`src/rtl/glb_bank_ctrl_pkg.sv`:
```
// global_buffer_param / global_buffer_pkg: bank geometry, request and read-tag types
package global_buffer_param;
    localparam int BANK_ADDR_WIDTH = 17;
    localparam int BANK_DATA_WIDTH = 64;
    localparam int BANK_STRB_WIDTH = BANK_DATA_WIDTH / 8;
endpackage

package global_buffer_pkg;
    import global_buffer_param::*;
    // Sized for the largest supported NUM_REQ (8) so the tag type is parameter-independent
    localparam int MAX_ID_WIDTH = 3;

    typedef struct packed {
        logic                       wr;
        logic [BANK_ADDR_WIDTH-1:0] addr;
        logic [BANK_DATA_WIDTH-1:0] data;
        logic [BANK_STRB_WIDTH-1:0] strb;
    } glb_bank_req_t;

    typedef struct packed {
        logic                    valid;
        logic [MAX_ID_WIDTH-1:0] id;
    } rd_tag_t;

    function automatic logic [BANK_DATA_WIDTH-1:0] strb_to_bit_sel(input logic [BANK_STRB_WIDTH-1:0] strb);
        logic [BANK_DATA_WIDTH-1:0] bit_sel;
        for (int b = 0; b < BANK_STRB_WIDTH; b++)
            bit_sel[b*8 +: 8] = {8{strb[b]}};
        return bit_sel;
    endfunction
endpackage

```
`src/rtl/glb_bank_ctrl_rr_arbiter.sv`:
```
// glb_rr_arbiter: round-robin arbiter with combinational one-hot grant and rotating priority pointer
module glb_rr_arbiter #(
    parameter int NUM_REQ = 3,
    localparam int IW = $clog2(NUM_REQ)
) (
    input  logic               clk,
    input  logic               reset_n,
    input  logic [NUM_REQ-1:0] req,
    output logic [NUM_REQ-1:0] gnt,
    output logic [IW-1:0]      win
);
    logic [IW-1:0] ptr;

    // Scan from lowest priority to highest so the highest-priority hit is written last
    always_comb begin
        int j;
        gnt = '0;
        win = '0;
        for (int k = NUM_REQ - 1; k >= 0; k--) begin
            j = (int'(ptr) + k) % NUM_REQ;
            if (req[j]) begin
                win = IW'(j);
                gnt = '0;
                gnt[win] = 1'b1;
            end
        end
    end

    always_ff @(posedge clk or negedge reset_n) begin
        if (!reset_n)
            ptr <= '0;
        else if (|req)
            ptr <= (win == IW'(NUM_REQ - 1)) ? '0 : win + 1'b1;
    end
endmodule

```
`src/rtl/glb_bank_ctrl.sv`:
```
// glb_bank_ctrl: round-robin shares one global-buffer bank between requesters and tags read returns
module glb_bank_ctrl
    import global_buffer_param::*;
    import global_buffer_pkg::*;
#(
    parameter int NUM_REQ    = 3,
    parameter int RD_LATENCY = 3
) (
    input  logic                               clk,
    input  logic                               reset_n,
    input  logic [NUM_REQ-1:0]                 req_valid,
    input  logic [NUM_REQ-1:0]                 req_wr,
    input  logic [NUM_REQ*BANK_ADDR_WIDTH-1:0] req_addr,
    input  logic [NUM_REQ*BANK_DATA_WIDTH-1:0] req_data,
    input  logic [NUM_REQ*BANK_STRB_WIDTH-1:0] req_strb,
    output logic [NUM_REQ-1:0]                 req_gnt,
    output logic [BANK_DATA_WIDTH-1:0]         rd_data,
    output logic [NUM_REQ-1:0]                 rd_data_valid,
    output logic                               bank_ren,
    output logic                               bank_wen,
    output logic [BANK_ADDR_WIDTH-1:0]         bank_addr,
    output logic [BANK_DATA_WIDTH-1:0]         bank_data_in,
    output logic [BANK_DATA_WIDTH-1:0]         bank_data_in_bit_sel,
    input  logic [BANK_DATA_WIDTH-1:0]         bank_data_out
);
    localparam int IW = $clog2(NUM_REQ);

    logic [IW-1:0] win;
    logic [IW-1:0] bank_id;
    glb_bank_req_t sel;
    rd_tag_t       chain [RD_LATENCY];

    glb_rr_arbiter #(.NUM_REQ(NUM_REQ)) u_arb (
        .clk     (clk),
        .reset_n (reset_n),
        .req     (req_valid),
        .gnt     (req_gnt),
        .win     (win)
    );

    always_comb begin
        sel = '0;
        for (int i = 0; i < NUM_REQ; i++)
            if (req_gnt[i])
                sel = '{wr:   req_wr[i],
                        addr: req_addr[i*BANK_ADDR_WIDTH +: BANK_ADDR_WIDTH],
                        data: req_data[i*BANK_DATA_WIDTH +: BANK_DATA_WIDTH],
                        strb: req_strb[i*BANK_STRB_WIDTH +: BANK_STRB_WIDTH]};
    end

    // Payload registers hold between accesses; only the enables return to 0
    always_ff @(posedge clk or negedge reset_n) begin
        if (!reset_n) begin
            bank_ren             <= 1'b0;
            bank_wen             <= 1'b0;
            bank_addr            <= '0;
            bank_data_in         <= '0;
            bank_data_in_bit_sel <= '0;
            bank_id              <= '0;
        end else begin
            bank_ren <= (|req_gnt) & ~sel.wr;
            bank_wen <= (|req_gnt) & sel.wr & (|sel.strb);
            if (|req_gnt) begin
                bank_addr            <= sel.addr;
                bank_data_in         <= sel.data;
                bank_data_in_bit_sel <= strb_to_bit_sel(sel.strb);
                bank_id              <= win;
            end
        end
    end

    always_ff @(posedge clk or negedge reset_n) begin
        if (!reset_n) begin
            for (int k = 0; k < RD_LATENCY; k++)
                chain[k] <= '0;
        end else begin
            chain[0] <= '{valid: bank_ren, id: MAX_ID_WIDTH'(bank_id)};
            for (int k = 1; k < RD_LATENCY; k++)
                chain[k] <= chain[k-1];
        end
    end

    assign rd_data       = bank_data_out;
    assign rd_data_valid = chain[RD_LATENCY-1].valid ? NUM_REQ'(1) << chain[RD_LATENCY-1].id : '0;
endmodule

```
`config.mk`:
```
export PLATFORM = sky130hd
export DESIGN_NAME = glb_bank_ctrl
export DESIGN_NICKNAME = d
export VERILOG_FILES = /design/src/rtl/glb_bank_ctrl_pkg.sv /design/src/rtl/glb_bank_ctrl_rr_arbiter.sv /design/src/rtl/glb_bank_ctrl.sv
export SDC_FILE = /design/constraint.sdc
export NUM_CORES = 1
export LEC_CHECK = 0
export ABC_AREA = 0
export CORE_AREA = 2 2 214 216
export CTS_BUF_LIST = sky130_fd_sc_hd__clkbuf_4 sky130_fd_sc_hd__clkbuf_8 sky130_fd_sc_hd__clkbuf_16
export DETAILED_ROUTE_END_ITERATION = 8
export DIE_AREA = 0 0 216 218
export PLACE_DENSITY = 0.53
export SLEW_MARGIN = 0
export SYNTH_ARGS = -nofsm -noshare
export SYNTH_HDL_FRONTEND = slang
export SYNTH_SLANG_ARGS = --single-unit
```
`constraint.sdc`:
```
create_clock -name clk -period 4.6 [get_ports clk]
set_input_delay 1.38 -clock clk [delete_from_list [all_inputs] [get_ports clk]]
set_output_delay 1.38 -clock clk [all_outputs]
set_load 0.05 [all_outputs]
```
# == After elaboration in Yosys (flattened, before gate mapping) ==
# Index checks and enable logic that the tools add are counted.
# op_classes
addsub,3
div,3
mux,26
n_bitwise,4
order_cmp,9
n_shift,1
n_eq_ne,1
reduce_logical,6
# ops
operator,count
$mux W90,3
$lt A32 B4 Y1 const B,3
$mod A32 B3 Y32 const B,2
$mod A3 B3 Y32 const B,1
$mux W3,4
$lt A2 B3 Y1 const B,3
$mux W1,9
$mux W2,4
$reduce_or A8 Y1,1
$bmux W1 S2,3
$demux W1 S2,3
$ge A2 B1 Y1 const B,3
$reduce_or A3 Y1,2
$add A2 B1 Y3 const B,1
$add A2 B2 Y3 const B,1
$and A1 B1 Y1,3
$logic_and A1 B1 Y1,3
$shl A1 B2 Y3 const A,1
$add A2 B1 Y2 const B,1
$eq A2 B2 Y1 const B,1
$not A1 Y1,1
# word_totals
reg_bits,153
input_bits,339
wordCells,66

# == Longest topological paths before layout ==
# Gate-level depths: netlist of run 1.
# depth
word_depth,14
mapped_depth,14
ltp_nobuf,11

# == Cells and area by module ==
# From an unflattened synthesis of run 1, not the netlist that was laid out.
# hier_totals
cells_unflattened,612
hier_area_um2,6367.4
# by_module_without_submodules
mod,seq_area_each_um2,cells_per_inst,instances,area_each_um2
glb_bank_ctrl,2552.4,566,1,5970.7
glb_rr_arbiter,50.0,46,1,396.6

# == Worst setup path after synthesis of run 1 ==
# Ideal clock, no wire load.
# synth_path
path_type,input port to output port
startpoint,input req_valid[1]
endpoint,output req_gnt[2]
required_time_ps,3220
path_slack_ps,222
n_path_buf,5
cell_stages,10
arrival_time_ps,2998
cell_sequence,buf_2 -> nand2b_1 -> mux2i_1 -> a21oi_1 -> a21o_2 -> inv_2 -> buf_4 -> buf_4 -> buf_6 -> buf_2
# synth_between
elab_chain_cells,6
elab_cells_between_ends,12
classes_between,12 x mux
# synth_rtl
element,line,source
"start, declared",glb_bank_ctrl.sv:11,"input logic [NUM_REQ-1:0] req_valid,"
$bmux W1 S2,glb_bank_ctrl_rr_arbiter.sv:21,if (req[j]) begin
$mux W1 (implied by the code) (2 in a row),glb_bank_ctrl_rr_arbiter.sv:21,
$mux W3 (2 in a row),glb_bank_ctrl_rr_arbiter.sv:21,
$mux W3 *,glb_bank_ctrl_rr_arbiter.sv:21,
"end, declared",glb_bank_ctrl.sv:16,"output logic [NUM_REQ-1:0] req_gnt,"
# Every way passes the cells marked *; elsewhere a longest branch is shown, timed or not. The select of a mux whose other input is x is not followed.

# == Worst setup path in the final report of run 1 ==
# layout_path
startpoint,input req_valid[0]
endpoint,output req_gnt[1]
# The elaborated chain is that of the path after synthesis.

==> results of run 1 <==
worst max path at each step:
stage / end / slack (ps) / cells past startpoint / startpoint
finish: req_gnt[1] / 80 / 7 / req_valid[0]
detailed placement: req_gnt[1] / 120 / 7 / req_valid[2]
global route: req_gnt[1] / 30 / 7 / req_valid[0]
floorplan: req_gnt[2] / 220 / 10 / req_valid[1]
global placement: req_gnt[1] / 100 / 7 / req_valid[0]
CTS: req_gnt[1] / 120 / 7 / req_valid[2]
layer usage:
| layer | vias to the layer above | routed length (µm) | GRT usage |
|---|---|---|---|
| li1 | 2800 | - | - |
| met1 | 2888 | 10500 | 0.123 |
| met2 | 382 | 12500 | 0.178 |
| met3 | 47 | 2670 | 0.0474 |
| met4 | 0 | 944 | 0.0511 |
| met5 | - | 0 | 0 |
stage by stage:
stage | setup slack [ps] | util | hold slack [ps] | area (µm²) | cells
floorplan | 222 | - | 331 | 6180 | 636
global placement | 101 | 0.226 | 334 | 10200 | 1503
detailed placement | 116 | 0.226 | 338 | 10200 | 1503
CTS | 116 | 0.233 | 355 | 10500 | 1519
global route | 25.2 | 0.233 | 362 | 10500 | 1519
finish | 83.5 | 0.233 | 352 | 10500 | 1519
area by class of cell:
class	count	share of cell area
clock buffer	13	0.0262
clock inverter	3	0.00227
inverter	8	0.00347
multi-input combinational	349	0.220
sequential	104	0.249
tap	600	0.0718
timing repair buffer	442	0.427
synth_stat cells, types with 2 or more instances:
master / n / share of area
o2bb2ai_1: 6 / 0.0085
a21oi_1: 15 / 0.012
inv_2: 3 / 0.0018
nor3_1: 2 / 0.0016
buf_6: 13 / 0.024
o21ai_1: 16 / 0.013
o21ai_0: 67 / 0.054
inv_1: 5 / 0.0030
buf_4: 126 / 0.15
mux2_2: 2 / 0.0036
clkbuf_1: 19 / 0.012
dfrtp_1: 104 / 0.42
ha_1: 4 / 0.0081
mux2i_1: 4 / 0.0065
a22oi_1: 162 / 0.20
nor2_1: 6 / 0.0036
nand2_1: 22 / 0.013
a221o_1: 2 / 0.0032
o22ai_1: 3 / 0.0030
nand3_1: 10 / 0.0081
buf_2: 17 / 0.014
nand3b_1: 2 / 0.0024
nand2b_1: 5 / 0.0051
sequential cells by signal (all words and copies together) (netlist names):
name / cells
bank_addr: 17
bank_data_in: 64
bank_data_in_bit_sel: 8
bank_id: 2
bank_ren: 1
bank_wen: 1
chain: 9
u_arb.ptr: 2
timing repair:
| item | 4_1_cts | 5_1_grt |
|---|---|---|
| hold buffers | 0 | 0 |
| resized for setup | 0 | 1 |
| endpoints found under the setup margin | 0 | 1 |
| buffers inserted | 0 | 0 |
cells by family after synthesis:
kind of cell / Yosys count / share of synthesized area
simple gates: 56 / 0.0462
mux: 6 / 0.0101
buf+inv: 183 / 0.207
flops: 104 / 0.421
compound gates: 283 / 0.307
fa+ha+maj: 4 / 0.00810
==> key figures, run 1 <==
STA
  – Slew HR: 0.290
  – Final Critical Period: 4520 ps
  – Final Max Tran Viols: 0
  – Fin Setup TNS: 0 ps
  – Final setup viols: 0
  – Max Clk Rate: 0.221 GHz
  – Skew final: 16.2 ps
  – RSZ-0062 raised after global routing: no
  – Slew @ Worst Pin: 1070 ps
  – Final period utilization: 0.982
  – Hold Fails Final Rpt: 0

Clock network
  – Root buf cell: clkbuf_16
  – Clock Latency Late Sink: 380 ps
  – CTS max path bufs: 2
  – CTS clk-pin slew, worst paths: 70 ps
  – Clock Sinks: 104
  – CTS tree: built
  – H-tree depth: 3
  – Clock buffer count from CTS: 9

Global route
  – First-pass GRT wire length: 38100 µm
  – Largest net degree at the start of global routing: 104
  – Initial antenna violation count: 1
  – GRT Residual Overflow: 0
  – Number of global-route vias before repair: 6131
  – GR Util All Layers: 0.109

Critical path
  – RR Endpoint: bank_data_in[29]$_DFFE_PN0P_
  – Critical path capture point type: output port
  – Top Family by Delay on Critical Path: buffers and inverters
  – Max Fanout on Critical Path: 7
  – Slowest CP cell: clkdlybuf4s50_1
  – Worst path cell trace: clkdlybuf4s50_1 -> mux2i_1 -> o221ai_1 -> a21oi_1 -> or2_1 -> clkinv_2 -> buf_4
  – Worst Reg-to-Reg Cells: 10
  – Critical path class: in -> out
  – Worst stage delay on the critical path: 630 ps
  – Worst EP required: 3220 ps
  – Startpoint Class: input port
  – FF-to-FF setup slack: 1110 ps
  – CP bufs+invs: 3
  – Critical R2R Launch: u_arb.ptr[0]$_DFFE_PN0P_
  – Worst path arrival time: 3140 ps

Layout
  – Fill cells: 4870
  – Inserted Diodes: 0
  – # nets final: 1257
  – Layout cells sized above 1: 0.0490
  – Commonest non-fill, non-tap cell in the layout: clkdlybuf4s50_1
  – Most frequent cells in the layout: clkdlybuf4s50_1 (423), a22oi_1 (162), dfrtp_1 (104), o21ai_0 (67), nand2_1 (22)
  – Flip-flop and latch area: 2600 µm²
  – Area Growth Syn to Fin: 69.3%
  – Multi-input logic area: 2300 µm²

Yosys
  – Ys async rst share: 1.00
  – Yosys warns: 0
  – Mapped cell area: 6180 µm²
  – Most used DFF post-synth: dfrtp_1
  – Syn nets: 979
  – Syn Inst Count: 636
  – Distinct cell type count after synthesis: 44
  – Post-synth EDFFs: 0
  – Synthesized area per cell: 9.71 µm²
  – Synth Register Bits: 104
  – Register area share after synthesis: 0.421

Hold path
  – Worst Hold Class: reg -> reg
  – Hold path depth: 0
  – Hold path start: chain[9]$_DFF_PN0_
  – Hold Path End: chain[5]$_DFF_PN0_

Floorplan
  – Die area: 47100 µm²
  – CORE AREA: 44900 µm²
  – Die Ht: 218 µm
  – Die Span X: 216 µm
  – IO Pins: 556
  – Initial Util: 0.138
  – Std-Cell Rows: 78

Routing
  – Drt first pass iters: 7
  – Vias per cell: 4.03
  – Post-route ant nets: 0
  – Drc violations: 0
  – Drt initial violations: 377
  – WL/cell: 17.5 µm
  – DR vias: 6117
  – Post-Route WL: 26600 µm

Status
  – Outcome: completed

Job
  – Max Cap Viol: 0

Place
  – DP HPWL: 19900 µm
  – Gpl congestion: 0.796
  – # port buffers: 427
Power of run 1 is left out: the tool's default activity adds up to more than one toggle a clock period on the data nets, which glitch-free logic cannot reach.
==> inputs of run 2 (changes only) <==
--- a/config.mk
+++ b/config.mk
@@ -6,11 +6,11 @@
 export NUM_CORES = 1
 export LEC_CHECK = 0
 export ABC_AREA = 0
-export CORE_AREA = 2 2 214 216
+export CORE_AREA = 5 5 211 213
 export CTS_BUF_LIST = sky130_fd_sc_hd__clkbuf_4 sky130_fd_sc_hd__clkbuf_8 sky130_fd_sc_hd__clkbuf_16
 export DETAILED_ROUTE_END_ITERATION = 8
 export DIE_AREA = 0 0 216 218
-export PLACE_DENSITY = 0.53
+export PLACE_DENSITY = 0.55
 export SLEW_MARGIN = 0
 export SYNTH_ARGS = -nofsm -noshare
 export SYNTH_HDL_FRONTEND = slang
==> key figures, run 2 (synthesis gave the netlist of run 1 again) <==
Status
  – Outcome: completed (unchanged)

Critical path
  – CP bufs+invs: 3 (unchanged)
  – Critical path capture point type: output port (unchanged)
  – Top Family by Delay on Critical Path: buffers and inverters (unchanged)
  – Worst EP required: 3220 ps (about the same)
  – Worst path arrival time: 3060 ps (was 3140 ps)
  – Max Fanout on Critical Path: 8 (was 7)
  – Critical path class: in -> out (unchanged)
  – Worst stage delay on the critical path: 540 ps (was 630 ps)
  – FF-to-FF setup slack: 1310 ps (was 1110 ps)
  – Slowest CP cell: clkdlybuf4s50_1 (unchanged)
  – Worst path cell trace: clkdlybuf4s50_1 -> mux2i_1 -> o21a_1 -> nor2_1 -> or2_1 -> clkinv_2 -> buf_4 (was clkdlybuf4s50_1 -> mux2i_1 -> o221ai_1 -> a21oi_1 -> or2_1 -> clkinv_2 -> buf_4)
  – Startpoint Class: input port (unchanged)

Layout
  – Inserted Diodes: 0 (unchanged)
  – Layout cells sized above 1: 0.0468 (was 0.0490)
  – Design area: 10400 µm² (was 10500 µm²)
  – Multi-input logic area: 2300 µm² (about the same)
  – Area Growth Syn to Fin: 68.5% (was 69.3%)
  – # nets final: 1257 (unchanged)
  – Top flop regs: bank_data_in: 64 flops, bank_addr: 17 flops, chain: 9 flops (unchanged)
  – Largest Register: bank_data_in (unchanged)
  – Flip-flop and latch area: 2600 µm² (unchanged)
  – Final design utilization: 0.245 (was 0.233)
  – Commonest non-fill, non-tap cell in the layout: clkdlybuf4s50_1 (unchanged)
  – Most frequent cells in the layout: clkdlybuf4s50_1 (423), a22oi_1 (162), dfrtp_1 (104), o21ai_0 (67), nand2_1 (22) (unchanged)
  – Fill cells: 4596 (was 4870)
  – Largest register FFs: 64 (unchanged)

Floorplan
  – Initial Util: 0.145 (was 0.138)
  – CORE AREA: 42500 µm² (was 44900 µm²)
  – IO Pins: 556 (unchanged)
  – Die Span X: 216 µm (unchanged)
  – Die Ht: 218 µm (unchanged)
  – Die area: 47100 µm² (unchanged)
  – Std-Cell Rows: 76 (was 78)

STA
  – Max Clk Rate: 0.225 GHz (was 0.221 GHz)
  – RSZ-0062 raised after global routing: no (unchanged)
  – Skew final: 15.3 ps (was 16.2 ps)
  – Final period utilization: 0.965 (was 0.982)
  – Slew HR: 0.487 (was 0.290)
  – Final Critical Period: 4440 ps (was 4520 ps)
  – Final setup viols: 0 (unchanged)
  – Hold Fails Final Rpt: 0 (unchanged)
  – Fin Setup TNS: 0 ps (unchanged)
  – Slew @ Worst Pin: 769 ps (was 1070 ps)
  – Final Max Tran Viols: 0 (unchanged)

Routing
  – Drt initial violations: 314 (was 377)
  – Drt first pass iters: 4 (was 7)
  – Vias per cell: 4.09 (was 4.03)
  – WL/cell: 18.0 µm (was 17.5 µm)
  – Drc violations: 0 (unchanged)
  – Post-Route WL: 26300 µm (was 26600 µm)
  – Post-route ant nets: 0 (unchanged)
  – DR vias: 5986 (was 6117)

Clock network
  – Clock Sinks: 104 (unchanged)
  – Clock buffer count from CTS: 9 (unchanged)
  – CTS max path bufs: 2 (unchanged)
  – Clock Latency Late Sink: 380 ps (about the same)
  – CTS tree: built (unchanged)
  – H-tree depth: 3 (unchanged)
  – Root buf cell: clkbuf_16 (unchanged)
  – CTS clk-pin slew, worst paths: 70 ps (about the same)
  – Post CTS Setup Buffer Count: 0 (unchanged)
  – Post-cts sizing count: 0 (unchanged)
  – Hold-fix buffers, CTS: 0 (unchanged)

Global route
  – First-pass GRT wire length: 38500 µm (was 38100 µm)
  – Number of global-route vias before repair: 6175 (was 6131)
  – Largest net degree at the start of global routing: 93 (was 104)
  – Gr busiest metal: met2 (unchanged)
  – GR Util All Layers: 0.107 (was 0.109)
  – Met2 Use GR: 0.174 (was 0.178)
  – Met3 Usage GRT: 0.0464 (was 0.0474)
  – Initial antenna violation count: 0 (was 1)
  – GRT Residual Overflow: 0 (unchanged)
  – GRT met1 Usage: 0.126 (was 0.123)

Hold path
  – Worst Hold Class: reg -> reg (unchanged)

Job
  – Max Cap Viol: 0 (unchanged)

Place
  – Placed instance area: 10100 µm² (was 10200 µm²)
  – Gpl congestion: 0.807 (was 0.796)
  – # port buffers: 427 (unchanged)
  – DP HPWL: 20500 µm (was 19900 µm)
-- run 2: cell count changes in the layout (fill, tap and decap cells not counted), sizes merged --
cell      previous run  this run
bufinv               0         2
clkbuf              13        10
clkinvlp             2         0
inv                  8        10
-- run 2: path summary, 6_finish.rpt --
path | endpoint | start | cells past startpoint
setup / recovery | req_gnt[1] | req_valid[2] | 7
hold / removal | chain[7]$_DFF_PN0_ | chain[11]$_DFF_PN0_ | 0
setup reg to reg | bank_id[1]$_DFFE_PN0P_ | u_arb.ptr[0]$_DFFE_PN0P_ | 11
hold reg to reg | chain[7]$_DFF_PN0_ | chain[11]$_DFF_PN0_ | 0
max in group asynchronous | bank_data_in[25]$_DFFE_PN0P_ | reset_n | 2
min in group asynchronous | bank_addr[4]$_DFFE_PN0P_ | reset_n | 1
-- run 2: worst register-to-register path: stages (launching register included) --
cell	delay [ps]
dfrtp_1	410
inv_1	90
ha_1	420
mux2i_1	380
o221ai_1	180
a21oi_1	150
or2_1	180
clkinv_2	100
buf_12	230
nor3_4	270
buf_12	360
mux2_2	420
-- run 2: layout make-up --
| cell class | instances | area share |
|---|---|---|
| inverter | 8 | 0.00349 |
| multi-input combinational | 349 | 0.221 |
| tap | 546 | 0.0656 |
| sequential | 104 | 0.250 |
| clock buffer | 10 | 0.0224 |
| timing repair buffer | 442 | 0.429 |
| clock inverter | 5 | 0.00853 |
-- run 2: metrics by stage --
stage / std cells / hold WS, ps / setup WS (ps)
after floorplan: 636 / 331 / 222
after global placement: 1449 / 334 / 196
after detailed placement: 1449 / 336 / 154
after CTS: 1464 / 353 / 153
after global routing: 1464 / 361 / 20.2
final: 1464 / 348 / 160
-- run 2: routing by layer --
| layer | vias to the layer above | share of wire |
|---|---|---|
| met3 | 27 | 0.10 |
| met2 | 333 | 0.48 |
| met4 | 0 | 0.022 |
| met1 | 2823 | 0.40 |
| met5 | - | 0 |
| li1 | 2803 | - |
Power of run 2 is left out for the same reason.
==> inputs of run 3 (changes only) <==
--- a/config.mk
+++ b/config.mk
@@ -10,6 +10,7 @@
 export CTS_BUF_LIST = sky130_fd_sc_hd__clkbuf_4 sky130_fd_sc_hd__clkbuf_8 sky130_fd_sc_hd__clkbuf_16
 export DETAILED_ROUTE_END_ITERATION = 8
 export DIE_AREA = 0 0 216 218
+export GPL_ROUTABILITY_DRIVEN = 1
 export PLACE_DENSITY = 0.55
 export SLEW_MARGIN = 0
 export SYNTH_ARGS = -nofsm -noshare
==> results of run 3 <==
The final DEF is identical to that of run 2; final timing and power are the same.
Power of run 3 is left out for the same reason.
==> edit 1 (flow settings as in run 2) <==
The parameter `RD_LATENCY` goes from 3 to 2.
--- a/src/rtl/glb_bank_ctrl.sv
+++ b/src/rtl/glb_bank_ctrl.sv
@@ -5,5 +5,5 @@
 #(
     parameter int NUM_REQ    = 3,
-    parameter int RD_LATENCY = 3
+    parameter int RD_LATENCY = 2
 ) (
     input  logic                               clk,
Function: changed (a bounded check fails within 4 cycles, from zero or initial values and one cycle with reset_n low).
==> edit 1 against run 2 <==
  * Synthesized area shrank 1.2%
  * Critical endpoint unchanged
  * Synthesized cell count shrank 0.47%
  * Register-to-register slack lost 40 ps
  * Routed wire length grew 1.2%
  * Largest cell class unchanged
  * Setup slack gained 3.8 ps
  * Sequential cell count shrank 3
  * Cell area shrank 1.1%
Power is not shown: default switching activity piles up to over one toggle a cycle in this logic, so the estimate is an artifact.
==> edit 1: results (changes against run 2) <==
synth:
  synth_area_per_cell_um2: 9.64  # -0.75%
  synth_fa_ha_area_share_pct: 0.820  # +0.010 points
  synth_nets: 976  # -0.31%
  yosys_warnings: 0  # unchanged
  synth_area_leaders: "dfrtp_1 (41%), a22oi_1 (20%), buf_4 (16%), o21ai_0 (5.5%), buf_6 (2.4%)"
  synthMuxAreaShare_pct: 1.03  # +0.012 points
  synth_common_cells: "a22oi_1 (162), buf_4 (126), dfrtp_1 (101)"
  synth_compound_gate_area_share_pct: 31.1  # +0.38 points
place:
  gp_congestion: 0.843  # +4.5%
  placed_cells: 1446  # -0.21%
  place_area_um2: 10000  # -0.74%
  port-buffer-count: 427  # unchanged
  post-place-ws_ps: 65.3  # -88.5 ps
  hpwlAfterDp_um: 20500  # -0.11%
finish:
  largestRegisters: "bank_data_in: 64 flops, bank_addr: 17 flops, bank_data_in_bit_sel: 8 flops"
  drive_gt1_share_pct: 4.60  # -0.084 points
  finalNetCount: 1254  # -0.24%
critical_path:
  critical_path.max_stage_delay_ps: 590  # +50 ps
  crit_family: "buffers and inverters"
global_route:
  grt.total_usage_pct: 10.8  # +0.11 points
  antenna_found_initial: 1  # +1
  grt_pass1_vias: 6257  # +1.3%
  grt_pass1_wl_um: 38800  # +0.88%
route:
  vias: 5997  # +0.18%
  wl_um: 26600  # +1.2%
  drt_iter0_markers: 338  # +7.6%
  post_drt_wl_per_cell_um: 18.2  # +1.5%
sta:
  fin_skew_ps: 8.04  # -7.21 ps
  max_slew_margin_pct: 40.0  # -8.7 points
status:
  status: "finished clean"
## edit 1: routing by layer
| metal | GRT usage (%) | share of wire, % |
|---|---|---|
| met1 | 12.4 | 40 |
| met2 | 17.8 | 48 |
| met3 | 4.54 | 8.9 |
| met4 | 4.37 | 3.1 |
| met5 | 0 | 0.049 |
## edit 1: worst paths after layout
kind	startpoint	end	slack [ps]	cells past startpoint
worst min-delay path	chain[7]	chain[3]	350	0
worst max-delay path	req_valid[0]	req_gnt[1]	160	7
worst min register to register	chain[7]	chain[3]	350	0
max in group asynchronous	reset_n	bank_data_in_bit_sel[56]	3070	2
min in group asynchronous	reset_n	bank_data_in[24]	1070	2
worst max register to register	u_arb.ptr[0]	bank_id[1]	1270	11
## edit 1: final cells by class
cell class	instances	area (um^2)
fillers	4596	32200
repair buffers	442	4470
flip-flops and latches	101	2530
multi-input cells	349	2300
well taps	546	683
clock buffers	11	240
clock inverters	2	37.5
inverters	8	36.3
==> edit 2 (settings of run 2) <==
Without the edit above. Make the reset (`reset_n`) synchronous in 3 clocked blocks.
--- a/src/rtl/glb_bank_ctrl_rr_arbiter.sv
+++ b/src/rtl/glb_bank_ctrl_rr_arbiter.sv
@@ -27,5 +27,5 @@
     end
 
-    always_ff @(posedge clk or negedge reset_n) begin
+    always_ff @(posedge clk) begin
         if (!reset_n)
             ptr <= '0;
--- a/src/rtl/glb_bank_ctrl.sv
+++ b/src/rtl/glb_bank_ctrl.sv
@@ -50,5 +50,5 @@
 
     // Payload registers hold between accesses; only the enables return to 0
-    always_ff @(posedge clk or negedge reset_n) begin
+    always_ff @(posedge clk) begin
         if (!reset_n) begin
             bank_ren             <= 1'b0;
@@ -70,5 +70,5 @@
     end
 
-    always_ff @(posedge clk or negedge reset_n) begin
+    always_ff @(posedge clk) begin
         if (!reset_n) begin
             for (int k = 0; k < RD_LATENCY; k++)
Function: not settled (the Yosys comparison gave no result); the edit may change what the design does.
==> edit 2 against run 2 <==
  * Cell count rose by 1.2%
  * Critical path depth is the same
  * Synthesized area shrank 4.0%
  * Setup slack lost 49 ps
  * Cell area fell by 1.5%
  * Largest cell class unchanged
  * Clock skew decreased by 6.2 ps
  * Register-to-register slack better by 50 ps
  * Core utilization is 0.38 points lower
  * Sequential cell count did not move
  * Routed wire length rose by 0.34%
==> edit 2: results (changes against run 2) <==
global_route:
  grt_max_degree: 91  # -2.2%
  met3_usage_pct: 4.41  # -0.22 points
  grt_use_met1_pct: 11.4  # -1.3 points
  grt_pass1_vias: 6524  # +5.7%
critical_path:
  rr_worst_depth: 12  # +1
  crit_fanout: 9  # +1
  critical_path.max_stage_delay_ps: 560  # +20 ps
  reg2reg_slack_ps: 1360  # +50 ps
route:
  routed-wl-met3_um: 2470  # -8.1%
  drt_iter0_markers: 191  # -39%
  wl_um: 26400  # +0.34%
  post_drt_wl_per_cell_um: 17.8  # -0.88%
  routed-wl-met2_um: 12700  # +1.3%
  vias: 6317  # +5.5%
  met1_length_um: 10300  # -1.8%
finish:
  n_all_inverters: 11  # +3
  n_antenna_cell: 1  # +1
  nNonClkBuffers: 443  # +0.23%
  finalNetCount: 1273  # +1.3%
  seq-cell-share_pct: 20.3  # -4.7 points
  stdcell_area_um2: 10200  # -1.5%
  nMultiInputCombCells: 361  # +3.4%
  clock_area_share_pct: 3.69  # +0.60 points
  area_share_nonclk_buffers_pct: 43.6  # +0.74 points
  drive_gt1_share_pct: 7.06  # +2.4 points
synth:
  synth_common_cells: "buf_4 (120), dfxtp_1 (104), o22ai_1 (86)"
  synth-main-ff-cell: "dfxtp_1"
  synth_cell_types: 54  # +23%
  netlist_instances: 661  # +3.9%
  synth_compound_gate_area_share_pct: 35.7  # +5.0 points
  synth_area_leaders: "dfxtp_1 (35%), buf_4 (15%), o221ai_1 (9.3%), o22ai_1 (9.1%), a21oi_1 (7.2%)"
  synth_fa_ha_area_share_pct: 0.844  # +0.034 points
  ys_seq_area_share_pct: 35.1  # -7.0 points
  synthMuxAreaShare_pct: 0.696  # -0.32 points
place:
  hpwlAfterDp_um: 20200  # -1.7%
  post-place-ws_ps: 121  # -32.8 ps
  gp_congestion: 0.787  # -2.4%
hold_path:
  hold_end: "chain[0][4]"
sta:
  fin_skew_ps: 9.00  # -6.25 ps
  max_slew_margin_pct: 53.0  # +4.3 points
status:
  status: "finished clean"
[edit 2: changes by cell type after synthesis, moves of 7 or more]
cell             run 2  this run
o21ai_0             67         1
dfrtp_1            104         0
and2_1               1        13
a22oi_1            162         1
o221ai_1             1        63
clkbuf_1            19        41
nand3_1             10         3
nand2_1             22        10
o21ai_1             16         3
o221ai_2             0        18
a21oi_1             15        85
dfxtp_1              0       104
o22ai_1              3        86
[edit 2: worst max-delay path by stage]
stage	cells after the start	startpoint	to	slack (ps)
final	7	req_valid[1]	req_gnt[2]	110
after global routing	7	req_valid[1]	req_gnt[1]	20
after CTS	7	req_valid[1]	req_gnt[2]	130
after detailed placement	7	req_valid[1]	req_gnt[2]	120
after global placement	7	req_valid[1]	req_gnt[1]	180
after floorplan	6	req_valid[1]	req_gnt[1]	680
[edit 2: power breakdown]
group	internal, mW	total (mW)	switching, mW
logic	2.12	6.25	4.13
clock network	0.606	0.998	0.392
registers	1.28	1.55	0.264
total	4.01	8.79	4.79
